===== src/rtl/music_box_pkg.sv =====
// -----------------------------------------------------------------------------
// music_box_pkg
// Shared definitions for the music box mode scheduler: the 5-bit state codes
// driven on currentState, button bit positions within buttonRequest, and bus
// widths used by the scheduler interface.
// -----------------------------------------------------------------------------
package music_box_pkg;

   localparam int NUM_STATES  = 5;
   localparam int NUM_BUTTONS = 4;
   localparam int DEBUG_WIDTH = 32;

   // Codes are fixed: every MusicBoxState_* module decodes these values.
   typedef enum logic [4:0] {
      DO_NOTHING     = 5'd0,
      PLAY_SONG1     = 5'd1,
      PLAY_SONG2     = 5'd2,
      RECORD_SONG    = 5'd3,
      PLAY_RECORDING = 5'd4
   } state_e;

   localparam int BTN_SONG1    = 0;
   localparam int BTN_SONG2    = 1;
   localparam int BTN_RECORD   = 2;
   localparam int BTN_PLAYBACK = 3;

endpackage


===== src/rtl/music_box_mode_scheduler_if.sv =====
// -----------------------------------------------------------------------------
// music_box_mode_scheduler_if
// Groups the scheduler's request/status signals.
//   master : user-interface side, drives requests and completion flags
//   slave  : the scheduler, drives the granted mode and status outputs
// Signals:
//   buttonRequest    level requests [0] Song1 [1] Song2 [2] Record [3] Playback
//   cancelRequest    level, rising edge aborts the active mode
//   stateCompleteVec per-state completion flags, bit index = state code
//   currentState     granted mode code
//   recordingValid   a recording has completed since reset
//   timeoutFlag      one-cycle pulse on a watchdog abort
//   debugString      packed status snapshot
// -----------------------------------------------------------------------------
interface music_box_mode_scheduler_if;
   import music_box_pkg::*;

   logic [NUM_BUTTONS-1:0] buttonRequest;
   logic                   cancelRequest;
   logic [NUM_STATES-1:0]  stateCompleteVec;
   logic [4:0]             currentState;
   logic                   recordingValid;
   logic                   timeoutFlag;
   logic [DEBUG_WIDTH-1:0] debugString;

   modport master (
      output buttonRequest, cancelRequest, stateCompleteVec,
      input  currentState, recordingValid, timeoutFlag, debugString
   );

   modport slave (
      input  buttonRequest, cancelRequest, stateCompleteVec,
      output currentState, recordingValid, timeoutFlag, debugString
   );

endinterface


===== src/rtl/sync_edge_detect.sv =====
// -----------------------------------------------------------------------------
// sync_edge_detect
// Brings a WIDTH-bit asynchronous vector into the clock_50Mhz domain through a
// SYNC_STAGES-deep flop chain and flags rising edges of the synchronized value.
// Ports:
//   clock_50Mhz  system clock
//   reset_n      asynchronous active-low reset, clears the whole chain
//   async_in     asynchronous input vector
//   sync_level   synchronized level (last chain stage)
//   rise_pulse   one-cycle pulse: sync_level high while previous value low
// -----------------------------------------------------------------------------
module sync_edge_detect #(
   parameter int SYNC_STAGES = 2,
   parameter int WIDTH       = 1
) (
   input  logic             clock_50Mhz,
   input  logic             reset_n,
   input  logic [WIDTH-1:0] async_in,
   output logic [WIDTH-1:0] sync_level,
   output logic [WIDTH-1:0] rise_pulse
);

   // Fewer than two stages is not a safe synchronizer, so clamp upward.
   localparam int STAGES_EFF = (SYNC_STAGES < 2) ? 2 : SYNC_STAGES;

   logic [WIDTH-1:0] sync_q [STAGES_EFF];
   logic [WIDTH-1:0] prev_q;

   always_ff @(posedge clock_50Mhz or negedge reset_n) begin
      if (!reset_n) begin
         for (int i = 0; i < STAGES_EFF; i++) sync_q[i] <= '0;
         prev_q <= '0;
      end else begin
         sync_q[0] <= async_in;
         for (int i = 1; i < STAGES_EFF; i++) sync_q[i] <= sync_q[i-1];
         prev_q <= sync_q[STAGES_EFF-1];
      end
   end

   assign sync_level = sync_q[STAGES_EFF-1];
   // Combinational so the FSM can act on the edge one flop later.
   assign rise_pulse = sync_level & ~prev_q;

endmodule


===== src/rtl/music_box_mode_scheduler.sv =====
// -----------------------------------------------------------------------------
// music_box_mode_scheduler
// Grants one music box mode at a time from debounced button edges and returns
// to DoNothing on completion, cancel or watchdog timeout. After every exit a
// holdoff of HOLDOFF_MS slow ticks blocks new grants so the mode module can
// observe the state change on its own 1 kHz edge and drop its completion flag.
// Ports:
//   clock_50Mhz  system clock
//   reset_n      asynchronous active-low reset
//   clock_1Khz   slow timebase, sampled only
//   bus          slave side of music_box_mode_scheduler_if
// -----------------------------------------------------------------------------
module music_box_mode_scheduler
   import music_box_pkg::*;
#(
   parameter int SYNC_STAGES = 2,
   parameter int TIMEOUT_MS  = 30000,
   parameter int HOLDOFF_MS  = 20
) (
   input  logic                         clock_50Mhz,
   input  logic                         reset_n,
   input  logic                         clock_1Khz,
   music_box_mode_scheduler_if.slave    bus
);

   logic [NUM_BUTTONS-1:0] btn_level, btn_rise;
   logic                   cancel_level, cancel_rise;
   logic [NUM_STATES-1:0]  cmp_level, cmp_rise;
   logic                   tick_level, tick;

   sync_edge_detect #(.SYNC_STAGES(SYNC_STAGES), .WIDTH(NUM_BUTTONS)) u_sync_btn (
      .clock_50Mhz(clock_50Mhz), .reset_n(reset_n), .async_in(bus.buttonRequest),
      .sync_level(btn_level), .rise_pulse(btn_rise));

   sync_edge_detect #(.SYNC_STAGES(SYNC_STAGES), .WIDTH(1)) u_sync_cancel (
      .clock_50Mhz(clock_50Mhz), .reset_n(reset_n), .async_in(bus.cancelRequest),
      .sync_level(cancel_level), .rise_pulse(cancel_rise));

   sync_edge_detect #(.SYNC_STAGES(SYNC_STAGES), .WIDTH(NUM_STATES)) u_sync_cmp (
      .clock_50Mhz(clock_50Mhz), .reset_n(reset_n), .async_in(bus.stateCompleteVec),
      .sync_level(cmp_level), .rise_pulse(cmp_rise));

   sync_edge_detect #(.SYNC_STAGES(SYNC_STAGES), .WIDTH(1)) u_sync_tick (
      .clock_50Mhz(clock_50Mhz), .reset_n(reset_n), .async_in(clock_1Khz),
      .sync_level(tick_level), .rise_pulse(tick));

   // Only rising edges of requests and the level of completion matter here.
   logic unused_ok;
   assign unused_ok = ^{btn_level, cancel_level, cmp_rise, tick_level, cmp_level[0]};

   state_e      state_q;
   logic        rec_valid_q;
   logic        holdoff_q;
   logic        timeout_q;
   logic [15:0] tick_cnt_q;
   logic        cur_complete;

   function automatic logic [15:0] sat_inc16(input logic [15:0] v);
      return (v == 16'hFFFF) ? v : v + 16'd1;
   endfunction

   // Completion flag of the granted mode only; other modes' flags are ignored.
   always_comb begin
      cur_complete = 1'b0;
      case (state_q)
         PLAY_SONG1:     cur_complete = cmp_level[1];
         PLAY_SONG2:     cur_complete = cmp_level[2];
         RECORD_SONG:    cur_complete = cmp_level[3];
         PLAY_RECORDING: cur_complete = cmp_level[4];
         default:        cur_complete = 1'b0;
      endcase
   end

   always_ff @(posedge clock_50Mhz or negedge reset_n) begin
      if (!reset_n) begin
         state_q     <= DO_NOTHING;
         rec_valid_q <= 1'b0;
         holdoff_q   <= 1'b0;
         timeout_q   <= 1'b0;
         tick_cnt_q  <= '0;
      end else begin
         timeout_q <= 1'b0;
         case (state_q)
            DO_NOTHING: begin
               if (holdoff_q) begin
                  // Edges arriving during holdoff are dropped, not queued.
                  if (tick) begin
                     if (tick_cnt_q == 16'(HOLDOFF_MS - 1)) begin
                        holdoff_q  <= 1'b0;
                        tick_cnt_q <= '0;
                     end else begin
                        tick_cnt_q <= sat_inc16(tick_cnt_q);
                     end
                  end
               end else if (btn_rise[BTN_SONG1]) begin
                  state_q    <= PLAY_SONG1;
                  tick_cnt_q <= '0;
               end else if (btn_rise[BTN_SONG2]) begin
                  state_q    <= PLAY_SONG2;
                  tick_cnt_q <= '0;
               end else if (btn_rise[BTN_RECORD]) begin
                  state_q    <= RECORD_SONG;
                  tick_cnt_q <= '0;
               end else if (btn_rise[BTN_PLAYBACK] && rec_valid_q) begin
                  state_q    <= PLAY_RECORDING;
                  tick_cnt_q <= '0;
               end
            end
            PLAY_SONG1, PLAY_SONG2, RECORD_SONG, PLAY_RECORDING: begin
               if (cancel_rise) begin
                  state_q    <= DO_NOTHING;
                  holdoff_q  <= 1'b1;
                  tick_cnt_q <= '0;
               end else if (cur_complete) begin
                  state_q    <= DO_NOTHING;
                  holdoff_q  <= 1'b1;
                  tick_cnt_q <= '0;
                  if (state_q == RECORD_SONG) rec_valid_q <= 1'b1;
               end else if (tick && (tick_cnt_q == 16'(TIMEOUT_MS - 1))) begin
                  state_q    <= DO_NOTHING;
                  holdoff_q  <= 1'b1;
                  tick_cnt_q <= '0;
                  timeout_q  <= 1'b1;
               end else if (tick) begin
                  tick_cnt_q <= sat_inc16(tick_cnt_q);
               end
            end
            default: begin
               state_q    <= DO_NOTHING;
               holdoff_q  <= 1'b1;
               tick_cnt_q <= '0;
            end
         endcase
      end
   end

   assign bus.currentState   = state_q;
   assign bus.recordingValid = rec_valid_q;
   assign bus.timeoutFlag    = timeout_q;
   assign bus.debugString    = {state_q, rec_valid_q, holdoff_q, 9'b0, tick_cnt_q};

endmodule


===== src/flat_wrapper.sv =====
// flat-port wrapper written by rule: the top's interface ports become plain ports
module music_box_mode_scheduler_flat import music_box_pkg::*;
#(
   parameter int SYNC_STAGES = 2,
   parameter int TIMEOUT_MS  = 30000,
   parameter int HOLDOFF_MS  = 20
)
  (clock_50Mhz, reset_n, clock_1Khz, bus_buttonRequest, bus_cancelRequest, bus_stateCompleteVec, bus_currentState, bus_recordingValid, bus_timeoutFlag, bus_debugString);
  music_box_mode_scheduler_if bus_i ();
  input  logic clock_50Mhz;
  input  logic reset_n;
  input  logic clock_1Khz;
  input wire logic [$bits(bus_i.buttonRequest)-1:0] bus_buttonRequest;
  input wire logic [$bits(bus_i.cancelRequest)-1:0] bus_cancelRequest;
  input wire logic [$bits(bus_i.stateCompleteVec)-1:0] bus_stateCompleteVec;
  output wire logic [$bits(bus_i.currentState)-1:0] bus_currentState;
  output wire logic [$bits(bus_i.recordingValid)-1:0] bus_recordingValid;
  output wire logic [$bits(bus_i.timeoutFlag)-1:0] bus_timeoutFlag;
  output wire logic [$bits(bus_i.debugString)-1:0] bus_debugString;
  assign bus_i.buttonRequest = bus_buttonRequest;
  assign bus_i.cancelRequest = bus_cancelRequest;
  assign bus_i.stateCompleteVec = bus_stateCompleteVec;
  assign bus_currentState = bus_i.currentState;
  assign bus_recordingValid = bus_i.recordingValid;
  assign bus_timeoutFlag = bus_i.timeoutFlag;
  assign bus_debugString = bus_i.debugString;
  music_box_mode_scheduler #(.SYNC_STAGES(SYNC_STAGES), .TIMEOUT_MS(TIMEOUT_MS), .HOLDOFF_MS(HOLDOFF_MS)) u_core (.clock_50Mhz(clock_50Mhz), .reset_n(reset_n), .clock_1Khz(clock_1Khz), .bus(bus_i));
endmodule

===== config.mk =====
export PLATFORM = sky130hd
export DESIGN_NAME = music_box_mode_scheduler_flat
export DESIGN_NICKNAME = d
export VERILOG_FILES = /design/src/rtl/music_box_pkg.sv /design/src/rtl/music_box_mode_scheduler_if.sv /design/src/rtl/sync_edge_detect.sv /design/src/rtl/music_box_mode_scheduler.sv /design/src/flat_wrapper.sv
export SDC_FILE = /design/constraint.sdc
export NUM_CORES = 1
export LEC_CHECK = 0
export CAP_MARGIN = 10
export CORE_MARGIN = 2
export CORE_UTILIZATION = 35
export CTS_CLUSTER_DIAMETER = 60
export DETAILED_ROUTE_END_ITERATION = 8
export PLACE_DENSITY = 0.67
export SLEW_MARGIN = 10
export SYNTH_ARGS = -nofsm -noshare
export SYNTH_HDL_FRONTEND = slang
export SYNTH_SLANG_ARGS = --single-unit

===== constraint.sdc =====
create_clock -name clock_50Mhz -period 2.3 [get_ports clock_50Mhz]
set_clock_uncertainty 0.05 [all_clocks]
set_input_delay 0.46 -clock clock_50Mhz [delete_from_list [all_inputs] [get_ports clock_50Mhz]]
set_output_delay 0.46 -clock clock_50Mhz [all_outputs]
set_load 0.05 [all_outputs]

* Word-level counts from Yosys, hierarchy flattened
Index checks and enable logic that the tools add are counted.
** Cells by class
- Add/sub/neg operators :: 1
- Multiply operators :: 0
- Divide/modulo/power cells :: 0
- Magnitude comparators :: 0
- Equal/unequal tests :: 13
- Shift operators :: 0
- Mux-type cells :: 34
- Bitwise logic cells :: 7
- Reductions and logical operators :: 7
** Operators with widths (number)
- two-way mux 16 bit :: 12
- two-way mux 5 bit :: 8
- case mux 16 bit (2 select lines) :: 1
- adder 16 x 1 -> 16 bit (second input constant) :: 1
- == test 16 x 15 -> 1 bit (second input constant) :: 1
- == test 16 bit (second input constant) :: 1
- == test 16 x 5 -> 1 bit (second input constant) :: 1
- == test 5 x 2 -> 1 bit (second input constant) :: 2
- two-way mux 1 bit :: 10
- inequality test 5 x 1 -> 1 bit (second input constant) :: 2
- case mux 5 bit (2 select lines) :: 1
- inequality test 6 x 1 -> 1 bit (second input constant) :: 1
- AND reduction 3 bit :: 2
- == test 5 x 1 -> 1 bit (second input constant) :: 1
- == test 5 x 3 -> 1 bit (second input constant) :: 1
- zero test 5 bit :: 1
- AND 4 bit :: 1
- inequality test 4 x 1 -> 1 bit (second input constant) :: 1
- NOT 4 bit :: 1
- case mux 1 bit (4 select lines) :: 1
- AND reduction 4 bit :: 1
- OR reduction 4 bit :: 1
- inequality test 3 x 2 -> 1 bit (second input constant) :: 1
- NOT 1 bit :: 3
- 4 further kinds :: 6
** Word-level totals
- Register bits after elaboration :: 52
- Latch bits :: 0
- Memory bits (writable) :: 0
- ROM bits :: 0
- Input bits :: 13
- Output and inout port bits :: 39
- Logic and storage cells :: 78
- Memories :: 0

* Logic depth before layout (Yosys ltp)
- Word-level depth :: 9
- Gate-level depth with buffers :: 7
- Gate-level depth less buffers :: 7

* Cells and area by module
A second synthesis with hierarchy kept.
** Unflattened totals
- Cell total of the unflattened synthesis :: 233
- Area, all modules :: 2650.0 um^2
** Modules (own cells, without submodules)
- music_box_mode_scheduler :: instances 1, cells an instance 180, area each 1605.3 um^2, sequential area each 550.5 um^2
- sync_edge_detect at u_core.u_sync_cmp :: instances 1, cells an instance 25, area each 481.7 um^2, sequential area each 375.4 um^2
- sync_edge_detect at u_core.u_sync_btn :: instances 1, cells an instance 20, area each 385.4 um^2, sequential area each 300.3 um^2
- sync_edge_detect at u_core.u_sync_cancel ... :: instances 2, cells an instance 4, area each 88.8 um^2, sequential area each 75.1 um^2

* Worst setup path after synthesis
OpenSTA, ideal clock, no wires.
- Path kind :: register to register
- From :: register u_core.tick_cnt_q[4]
- To :: register u_core.tick_cnt_q[1]
- Setup time :: 0.120 ns
- Arrival time :: 2.063 ns
- Required time :: 2.130 ns
- Slack :: 0.067 ns
- Stages on the path, launching flop included :: 8
- Buffers on the path :: 1
- Clock period less this slack :: 2.233 ns
- Cell sequence :: dfrtp_1 nand4b_1 or3_1 or3_4 a32o_2 nor2_4 buf_6 nor2_1
** On the way
- Longest elaborated chain between the ends :: 7
- Elaborated cells on any way between the ends :: 15
- Classes of those cells :: eq/ne: 4; mux: 9; reduce/logical: 2
** RTL lines
- from (decl) :: RTL line music_box_mode_scheduler.sv:55 : logic [15:0] tick_cnt_q;
- from (signal assigned) :: RTL line music_box_mode_scheduler.sv:92 : tick_cnt_q <= sat_inc16(tick_cnt_q);
- from (signal assigned) :: RTL line music_box_mode_scheduler.sv:125 : tick_cnt_q <= sat_inc16(tick_cnt_q);
- == test 16 bit :: RTL line music_box_mode_scheduler.sv:59 : return (v == 16'hFFFF) ? v : v + 16'd1;
- two-way mux 16 bit (2 in a row)
- two-way mux 16 bit :: RTL line music_box_mode_scheduler.sv:119 : end else if (tick && (tick_cnt_q == 16'(TIMEOUT_MS - 1))) begin
- two-way mux 16 bit :: RTL line music_box_mode_scheduler.sv:114 : end else if (cur_complete) begin
- two-way mux 16 bit :: RTL line music_box_mode_scheduler.sv:110 : if (cancel_rise) begin
- case mux 16 bit (2 select lines) :: RTL line music_box_mode_scheduler.sv:83 : case (state_q)
Several ways; a longest one is shown, not always the timed one. The select of a mux whose other input is x is not followed.
A chain may end at the register's enable or synchronous reset.

* Worst setup path in the final report
- From :: register u_core.state_q[0] (netlist: u_core.bus.currentState[0])
- To :: output bus_debugString[27]
** RTL lines
- from (decl) :: RTL line music_box_mode_scheduler.sv:51 : state_e state_q;
- from (signal assigned) :: RTL line music_box_mode_scheduler.sv:76 : state_q <= DO_NOTHING;
- from (signal assigned) :: RTL line music_box_mode_scheduler.sv:96 : state_q <= PLAY_SONG1;
- from (signal assigned) :: RTL line music_box_mode_scheduler.sv:99 : state_q <= PLAY_SONG2;
- to (decl) :: RTL line flat_wrapper.sv:19 : output wire logic [$bits(bus_i.debugString)-1:0] bus_debugString;
No word-level cell between the ends.

==> impl_metrics.toml <==
[worst_setup_path]
path_cells = "clkdlybuf4s50_1"
worst-path-stages = 1
crit_path_start_kind = "flop"
critPathKind = "reg -> out"
cp.buffers_inverters = 1
arrival_ns = 1.70
endpoint_kind = "primary output"
slowest_stage = "clkdlybuf4s50_1"
critPathMaxFanout = 9
cpPeakStageDelay_ns = 0.87
cp_top_family = "buffers and inverters"
worst-endpoint-required_ns = 1.79
r2r_cells = 6

[floorplan]
die_w_um = 83.6
die_area_um2 = 6990
start_util_pct = 36.8
io_pins = 52
rows = 28
dieHeight_um = 83.6
core_um2 = 6030

[cells_and_area]
post_route_cells_drive_above_1_share_pct = 13.9
fin_area_um2 = 2750
finalNetCount = 258
antennaDiodeCount = 0
areaGrowthSynthToFinish_pct = 24.0

[yosys]
seq_area_frac_synth_pct = 54.2
yosysMostFrequentCell = "dfrtp_1"
synth_cells = 198
synth.distinct_cells = 46
synthTopCellsByCount = "dfrtp_1, buf_4, nor2_1"
synth-xor-area-share_pct = 3.56
async_flop_share_pct = 100
synth_area_um2 = 2220
synthMuxAreaShare_pct = 0.903
synth_simple_gate_area_share_pct = 21.8
ys_seq_elements = 48
synth_top_cell_area_share_pct = 54.2
ys_top_cells_by_area = "dfrtp_1, buf_4, xnor2_1"
yosys.area_share.adder_pct = 0.564
avgSynthCellArea_um2 = 11.2
synth_top_family_by_area = "simple AND/OR/NAND/NOR gates"
yosysWarnings = 0
synth_compound_area_share_pct = 11.1
synth-edff-count = 0
synth_ff_type = "dfrtp_1"
synth_top_area_cell = "dfrtp_1"

[timing]
max_slew.worst_pin.slew_ns = 0.518
max_freq_mhz = 453
finalSetupViolCount = 0
rsz0062_at_grt = "false"
period_minus_slack_ns = 2.21
setup_tns_ns = 0
slew_viol_final = 0
min_period_over_period_pct = 95.9
maxSlewHeadroom_pct = 65.4
hold_violations = 0

[cts]
cts_tree = "yes"
cts-root-buf = "clkbuf_8"
numCtsBuffers = 5
cts_setup_buffers = 0
cts_max_path_buffers = 2
post_cts_resized = 0
hold_buffers = 0
clock_latency_ns = 0.30
path_clk_slew_ns = 0.09
cts_max_level = 2
cts.sinks = 48

[global_routing]
grt_pass1_wl_um = 7270
grt_pass1_vias = 1520
grt_max_degree = 27
grt-ovfl-total = 0
grtUsageTotal_pct = 12.6
antenna_found_initial = 0

[route]
drtAntennaViolNets = 0
wl_per_cell_um = 13.0
routed_wl_um = 4160
drt_iter0_markers = 128
drtPass1Iterations = 4
avgViaCountPerCell = 4.97
route.detailed.drc = 0
num_vias = 1585

[place]
gp_congestion = 0.816
dp.final_hpwl_um = 3020
io_buffers = 37
dpl_cell_area_um2 = 2670

[power]
p_per_area_nw_per_um2 = 937
ir_drop_uv = 565
leakagePower_uw = 0.00111

[hold_path]
hold_path.class = "in -> async"

[status]
status = "completed"

[run]
drv_cap = 0
==> logic make-up (layout without fill, tap and decap cells) <==
group           Yosys count  in the layout
flops                    48             48
other cells               1             13
xor+xnor                  9              9
simple gates             79             79
mux                       2              2
compound gates           33             33
fa+ha+maj                 1              1
buf+inv                  25             59
==> worst paths after layout <==
| path | startpoint | end | slack (ns) |
|---|---|---|---|
| max in group asynchronous | reset_n | u_core.tick_cnt_q[10] | 1.61 |
| setup reg to reg | u_core.tick_cnt_q[4] | u_core.tick_cnt_q[8] | 0.13 |
| hold reg to reg | u_core.u_sync_cmp.sync_q[9] | u_core.u_sync_cmp.sync_level[4] | 0.30 |
| setup / recovery | u_core.bus.currentState[0] | bus_debugString[27] | 0.09 |
| hold / removal | reset_n | u_core.u_sync_btn.sync_q[5] | 0.08 |
| min in group clock_50Mhz | u_core.u_sync_cmp.sync_q[9] | u_core.u_sync_cmp.sync_level[4] | 0.30 |
==> area by class of cell <==
type,count,area (µm²)
fill,585,3280
sequential,48,1200
multi-input combinational,137,888
timing repair buffer,47,465
tap,75,93.8
clock buffer,5,68.8
inverter,5,18.8
clock inverter,2,12.5
==> layer usage <==
metal  vias up  track usage (%)  share of wire (%)
li1        768                -                  -
met1       765             17.6                 50
met2        47             19.0                 44
met3         5             3.46                4.8
met4         0             4.40                1.3
met5         -                0                  0
==> cell usage in the layout, fill, tap and decap left out, types with 2 or more instances in the layout <==
cell,count
nand4_1,2
nor3_2,3
nand3_1,9
nand2_1,9
nor4_1,7
clkdlybuf4s50_1,36
inv_1,4
a21o_1,2
nor2_2,2
o21ai_0,4
or3_1,4
conb_1,13
nor4b_1,2
clkbuf_8,5
buf_12,2
xnor2_1,9
nand2b_1,3
a21oi_1,12
o31ai_2,2
nor3_1,3
mux2i_1,2
nor2b_1,7
o31ai_1,3
buf_4,8
dfrtp_1,48
and3_1,2
nor2_1,17
==> registers in the layout, summed over array words and instances, names as in the netlist, 3 cells and up <==
name / count
u_core.u_sync_btn.prev_q: 4
u_core.u_sync_cmp.sync_level: 4
u_core.u_sync_cmp.sync_q: 4
u_core.tick_cnt_q: 16
u_core.u_sync_btn.sync_q: 4
u_core.bus.currentState: 3
u_core.u_sync_btn.sync_level: 4
==> per-stage QoR <==
step           setup slack [ns]  power (µW)  instances  hold WS [ns]  util, %
5_1_grt                  0.0129        2730        319         0.105     45.6
3_3_place_gp              0.173        2110        312         0.282     44.3
4_1_cts                  0.0747        2610        319        0.0871     45.6
2_1_floorplan            0.0671        1850        210         0.114        -
3_5_place_dp              0.140        2120        312         0.285     44.3
6_report                 0.0945        2580        319        0.0767     45.6
==> where the power goes <==
part	internal (µW)	total, µW	switching [µW]
logic	392	1100	703
clock network	206	472	266
registers	917	1010	93.3
No activity file was read; power rests on OpenSTA's default activity.
